<file path="src/rtl/ring_meas_sequencer.sv">
// ring_meas_sequencer
// Autonomous controller for the ring-oscillator speed-test macro: arms both rings,
// fires the trigger, waits for the fired flag, powers the rings down, reads back the
// six count bytes through the select mux and publishes counts, ticks and error flags.
module ring_meas_sequencer #(
    parameter int unsigned TRIG_CYCLES   = 2,
    parameter int unsigned SETTLE_CYCLES = 3,
    parameter int unsigned FIRE_TIMEOUT  = 16,
    parameter int unsigned MIN_COUNT     = 10,
    parameter int unsigned MAX_DELTA     = 3
) (
    input  logic        clk,
    input  logic        nrst,
    input  logic        start,
    input  logic        abort,
    input  logic [7:0]  meas_in,
    output logic [1:0]  ring_en,
    output logic [2:0]  sel,
    output logic        trig,
    output logic        busy,
    output logic        done,
    output logic [23:0] count0,
    output logic [23:0] count1,
    output logic [23:0] ticks0,
    output logic [23:0] ticks1,
    output logic        err_small,
    output logic        err_mismatch,
    output logic        err_ovf,
    output logic        err_timeout,
    output logic        err_stale
);

    typedef enum logic [2:0] {
        S_IDLE,
        S_ARM,
        S_TRIG,
        S_SETTLE,
        S_WAIT_FIRE,
        S_READ,
        S_CHECK,
        S_DONE
    } state_t;

    localparam logic [7:0]  TRIG_LAST   = 8'(TRIG_CYCLES - 1);
    localparam logic [7:0]  SETTLE_LAST = 8'(SETTLE_CYCLES - 1);
    localparam logic [7:0]  FIRE_LAST   = 8'(FIRE_TIMEOUT - 1);
    localparam logic [23:0] MIN_C       = 24'(MIN_COUNT);
    localparam logic [23:0] MAX_D       = 24'(MAX_DELTA);

    state_t      state;
    logic [7:0]  cyc_cnt;
    logic [2:0]  byte_idx;
    logic        read_phase;
    logic [47:0] shadow;

    logic [23:0] raw0;
    logic [23:0] raw1;
    logic [23:0] delta;

    // Assemble the freshly read counts and their unsigned absolute difference.
    always_comb begin
        raw0 = shadow[23:0];
        raw1 = shadow[47:24];
        if (raw0 >= raw1) begin
            delta = raw0 - raw1;
        end else begin
            delta = raw1 - raw0;
        end
    end

    // Measurement sequencer; every output is a register updated on the transition
    // into the state that owns it.
    always_ff @(posedge clk or negedge nrst) begin
        if (!nrst) begin
            state        <= S_IDLE;
            cyc_cnt      <= '0;
            byte_idx     <= '0;
            read_phase   <= 1'b0;
            shadow       <= '0;
            ring_en      <= '0;
            sel          <= '0;
            trig         <= 1'b0;
            busy         <= 1'b0;
            done         <= 1'b0;
            count0       <= '0;
            count1       <= '0;
            ticks0       <= '0;
            ticks1       <= '0;
            err_small    <= 1'b0;
            err_mismatch <= 1'b0;
            err_ovf      <= 1'b0;
            err_timeout  <= 1'b0;
            err_stale    <= 1'b0;
        end else begin
            done <= 1'b0;
            if (abort && (state != S_IDLE)) begin
                // Partially read bytes stay in shadow only; published counts are untouched.
                state   <= S_IDLE;
                ring_en <= '0;
                sel     <= '0;
                trig    <= 1'b0;
                busy    <= 1'b0;
            end else begin
                unique case (state)
                    S_IDLE: begin
                        if (start && !abort) begin
                            state        <= S_ARM;
                            busy         <= 1'b1;
                            ring_en      <= 2'b11;
                            sel          <= '0;
                            err_small    <= 1'b0;
                            err_mismatch <= 1'b0;
                            err_ovf      <= 1'b0;
                            err_timeout  <= 1'b0;
                            err_stale    <= 1'b0;
                        end
                    end
                    S_ARM: begin
                        if (meas_in[6]) begin
                            err_stale <= 1'b1;
                            ring_en   <= '0;
                            done      <= 1'b1;
                            state     <= S_DONE;
                        end else begin
                            trig    <= 1'b1;
                            cyc_cnt <= '0;
                            state   <= S_TRIG;
                        end
                    end
                    S_TRIG: begin
                        if (cyc_cnt == TRIG_LAST) begin
                            trig    <= 1'b0;
                            cyc_cnt <= '0;
                            state   <= S_SETTLE;
                        end else begin
                            cyc_cnt <= cyc_cnt + 8'd1;
                        end
                    end
                    S_SETTLE: begin
                        if (cyc_cnt == SETTLE_LAST) begin
                            ring_en <= '0;
                            sel     <= 3'b111;
                            cyc_cnt <= '0;
                            state   <= S_WAIT_FIRE;
                        end else begin
                            cyc_cnt <= cyc_cnt + 8'd1;
                        end
                    end
                    S_WAIT_FIRE: begin
                        if (meas_in[6]) begin
                            sel        <= 3'd1;
                            byte_idx   <= 3'd1;
                            read_phase <= 1'b0;
                            state      <= S_READ;
                        end else if (cyc_cnt == FIRE_LAST) begin
                            err_timeout <= 1'b1;
                            sel         <= '0;
                            done        <= 1'b1;
                            state       <= S_DONE;
                        end else begin
                            cyc_cnt <= cyc_cnt + 8'd1;
                        end
                    end
                    S_READ: begin
                        // Bytes shift in from the top so byte 1 ends at [7:0] and byte 6 at [47:40].
                        if (!read_phase) begin
                            read_phase <= 1'b1;
                        end else begin
                            read_phase <= 1'b0;
                            shadow     <= {meas_in, shadow[47:8]};
                            if (byte_idx == 3'd6) begin
                                sel   <= '0;
                                state <= S_CHECK;
                            end else begin
                                byte_idx <= byte_idx + 3'd1;
                                sel      <= byte_idx + 3'd1;
                            end
                        end
                    end
                    S_CHECK: begin
                        count0       <= raw0;
                        count1       <= raw1;
                        ticks0       <= 24'hFFFFFF - raw0;
                        ticks1       <= 24'hFFFFFF - raw1;
                        err_small    <= (raw0 < MIN_C) || (raw1 < MIN_C);
                        err_mismatch <= (delta > MAX_D);
                        err_ovf      <= !raw0[23] || !raw1[23];
                        done         <= 1'b1;
                        state        <= S_DONE;
                    end
                    S_DONE: begin
                        busy  <= 1'b0;
                        state <= S_IDLE;
                    end
                    default: begin
                        state <= S_IDLE;
                    end
                endcase
            end
        end
    end

endmodule

</file>
<file path="config.mk">
export PLATFORM = sky130hd
export DESIGN_NAME = ring_meas_sequencer
export DESIGN_NICKNAME = d
export VERILOG_FILES = /design/src/rtl/ring_meas_sequencer.sv
export SDC_FILE = /design/constraint.sdc
export NUM_CORES = 1
export LEC_CHECK = 0
export ABC_CLOCK_PERIOD_IN_PS = 3400
export CORE_MARGIN = 3
export CORE_UTILIZATION = 56
export DETAILED_ROUTE_END_ITERATION = 8
export PLACE_DENSITY = 0.81
export SYNTH_ARGS = -nofsm -noshare
export SYNTH_HDL_FRONTEND = slang
export SYNTH_SLANG_ARGS = --single-unit
</file>
<file path="constraint.sdc">
create_clock -name clk -period 3.4 [get_ports clk]
set_clock_uncertainty 0.15 [all_clocks]
set_input_delay 0.68 -clock clk [delete_from_list [all_inputs] [get_ports clk]]
set_output_delay 0.68 -clock clk [all_outputs]
set_load 0.005 [all_outputs]
</file>
==> results by group, run 1 <==
STA
  – Setup ws final: -28.7 ps
  – F_max: just under 0.3 GHz
  – RSZ-0062 raised after global routing: true
  – Final Cycle Share: 101%
  – Final hold violation count: 0
  – Final setup violation count: 1
  – Hold Slack: approximately 24 ps
  – Least-Margin Pin Slew: a little under 700 ps
  – Max Slew Vio Count: 0
  – Slew HR: between 50% and 60%
  – Min Tclk post-route: approximately 3400 ps

Cells and area
  – Diodes inserted: 0
  – Net total in the final layout: ~1300
  – Most frequent cells in the layout: nand2_1, o21ai_0, dfrtp_1
  – Area Overhead vs Synth: 28.3%
  – Layout cells sized above 1: between 10% and 20%
  – Multi-input logic area: slightly below 5000 sq um
  – Total area of sequential cells: around 4300 sq um
  – Fillcell total: 1247

Die
  – Die Ht: around 140 um
  – Initial Util: around 58%
  – Core area: around 17000 sq um
  – Die Width: approximately 140 um
  – Die area: 18700 sq um
  – I/O pin cnt: approximately 120
  – Cell Rows: 47

Yosys
  – Largest family of logic cells by synthesized area: compound AO/OA/AOI/OAI gates
  – Mapped Cells: 1095
  – Post-Synth Adder-Cell Area: 7.35%
  – XOR/XNOR Fraction of Synth Area: under 10%
  – Mux contribution to synthesized area: around 1.6%
  – Syn Area/Cell: a little under 9 sq um
  – Post-synthesis compound-gate area fraction: a little over a fifth
  – Yosys cell types: a little over 70
  – Synth async-reset ratio: between 90% and 100%
  – Yosys reg bits: 171
  – Syn Std Cell Area: approximately 9600 sq um
  – Post-Synth Simple-Gate Area: ~17%
  – Number of synthesized flops with an enable pin: 0
  – Post-synth top flop: dfrtp_1
  – Net count after synthesis: ~1200
  – Sequential element share of the synthesized area: between 40 and 50%
  – Yosys Warn Count: 0

Critical path
  – Worst Setup End Kind: flip-flop
  – Reg-to-reg startpoint: shadow[24]
  – Critical path fanouts, max: 6
  – CP max stage cell: dfrtp_1
  – R2R Setup Slk: -30 ps
  – Critical path startpoint category: flip-flop
  – Max stage delay on crit path: about 440 ps
  – CP most frequent cell: nand3_2
  – FF-to-FF path depth: 14
  – Crit path kind: flip-flop to flip-flop
  – Crit. Startpoint: shadow[24]
  – FF-to-FF End: err_mismatch
  – WP data required: 3530 ps
  – Critical-path cell list: ha_2 > inv_2 > fa_2 > nand3_2 > nand3_2 > a22o_1 > o21a_4 > buf_6 > or3_4 > a31oi_4 > xnor2_2 > nand4_1 > nor4_2 > a31oi_1
  – CP endpoint: err_mismatch
  – Data arrival, critical path: ~3600 ps

Pwr
  – Internal power: between 8 and 9 mW
  – Sw frac: roughly 45%
  – Clock power frac: between 10% and 20%
  – Pwr Density: about 1200 nW/um^2
  – Seq pwr share: around 25%
  – Net Sw Power: 6.91 mW
  – Leakage: between 5 and 6 nW
  – Max VDD drop: 637 uV
  – Logic pwr share: a little over three fifths

Detailed routing
  – Mean routed wirelength per cell: 21.3 um
  – Total number of vias: about 9100
  – Antenna-violating nets left: 0
  – First drt pass iteration count: 5
  – Initial DRC count: between 1000 and 1500
  – Post-DR vias/cell: approximately 6.1
  – WL final: 31.9 mm
  – Residual DRC: 0

GRT
  – Total track usage: roughly 34%
  – Vias in the first global route: around 8500
  – Total gr overflow: 0
  – Initial antenna violation count: 0
  – First-pass GRT wire length: about 50 mm
  – Largest net degree at the start of global routing: 96

Clocking
  – CTS buffer count: 17
  – Skew-Pair Late Insertion Delay: about 440 ps
  – CTS tree: yes
  – Hold Buf Count CTS: 0
  – Root Buffer: clkbuf_16
  – H-Tree Depth: 4
  – CTS Sinks: between 150 and 200
  – Clk pin slew, worst setup/hold paths: about 70 ps
  – Maximum root-to-sink buffer count: 2

Min path
  – Hold Crit Class: input port to asynchronous set/reset pin

Placement
  – Buffers on Ports: 120
  – Routability cong.: ~1
  – DP Wirelength: roughly 24 mm
  – Post-Place Worst Slack: -43.5 ps

Job
  – Max Cap Viol: 0

Run status
  – Status: complete, but fails checks
  – Failing checks: setup timing
## worst max-delay path: cells and delay by family, from the launching register on
family / cells / cell delay, ps
AOI/OAI and AO/OA: 4 / 820
buffers and inverters: 2 / 170
adders and majority gates: 2 / 620
xor gates and xnor gates: 1 / 130
DFF: 1 / 440
and+or+nand+nor: 5 / 950
## layer usage
metal	GRT usage, %	vias to the layer above	part of all wire, %
li1	-	4130	-
met1	49.2	4412	42
met2	52.8	489	46
met3	6.54	49	9.1
met4	11.1	0	2.7
met5	0	-	0
## cell families (layout without fill, tap and decap cells)
logic type | count (synthesis) | after routing
AOI/OAI and AO/OA | 352 | 352
adders and majority gates | 55 | 55
DFF | 171 | 171
muxes | 15 | 15
buffers and inverters | 127 | 307
and+or+nand+nor | 353 | 353
xor gates and xnor gates | 22 | 22
## area by class of cell
type                       count  share of cell area, %
multi-input combinational    797                   40.2
sequential                   171                   34.9
timing repair buffer         213                   15.9
clock buffer                  17                   3.46
tap                          220                   2.24
clock inverter                15                   1.44
inverter                      62                   1.90
## worst min path at each step
stage	start	endpoint	slack (ps)
2_1_floorplan	nrst	busy	230
3_3_place_gp	ticks0[21]	ticks0[21]	310
3_5_place_dp	count0[21]	count0[21]	320
4_1_cts	nrst	ticks0[23]	30
5_1_grt	nrst	ticks0[23]	40
6_report	nrst	ticks0[14]	20
## cells in the mapped netlist (4+ instances only)
master    count  area share (%)
buf_4         7            0.55
mux2i_1       9            0.94
and4_1        4            0.37
and2_1        6            0.39
nand4_1      13            0.85
nor3b_1       4            0.31
nand2b_1      6            0.39
mux2_2        6            0.71
xor2_1        4            0.37
or3_1         6            0.39
a21oi_2       6            0.55
a211oi_1     10            0.78
o21bai_1      7            0.55
ha_1         53             6.9
clkbuf_1     36             1.4
and3_1        7            0.46
nand2_1     201             7.9
buf_1         7            0.27
xnor2_1      18             1.6
buf_6         6            0.71
o31ai_1       6            0.47
nor2_1       41             1.6
nand3_1      16            0.84
nor3_1       14            0.73
buf_2         8            0.42
nor4_1       11            0.72
inv_1        60             2.4
a21o_1        8            0.63
o21ai_0     202              11
nor2b_1      10            0.65
a31oi_1      11            0.72
dfrtp_1     171              45
o21a_1        4            0.31
a21oi_1      58             3.0
## state kept, by name, indices dropped and copies added (netlist names), 3 cells and up
register,flops
cyc_cnt,8
shadow,48
state,3
byte_idx,3
sel,3
count1,24
ticks1,24
count0,24
ticks0,24
## repair_timing
item	in CTS	in global routing
resized for setup	1	46
setup buffers	0	3
endpoints found under the setup margin	1	1
pin swaps	0	11
## per-stage QoR
stage	TNS (ps)	power, mW	util [%]	cell area (sq um)	std cells
after floorplan	0	8.67	-	9570	1095
after global placement	0	12.5	68.8	11500	1460
after detailed placement	-43.5	12.6	68.8	11500	1460
after CTS	0	14.6	72.5	12100	1492
after global routing	-114	16.2	73.8	12300	1495
final	-28.7	15.3	73.8	12300	1495
## power groups by stage
stage | logic, mW | clock network, mW | registers (mW)
4_1_cts | 8.92 | 2.02 | 3.70
2_1_floorplan | 5.10 | 0 | 3.57
6_report | 9.58 | 2.01 | 3.76
5_1_grt | 10.3 | 2.11 | 3.83
3_5_place_dp | 8.84 | 0 | 3.72
3_3_place_gp | 8.83 | 0 | 3.69
Note: power is estimated with default switching activity, not from simulation.
==> run 2, diff against run 1 <==
Settings changed: CTS_CLUSTER_SIZE set to 16.
==> results of run 2 <==
Same layout as run 1: the final DEF is identical, and so are final timing and power.
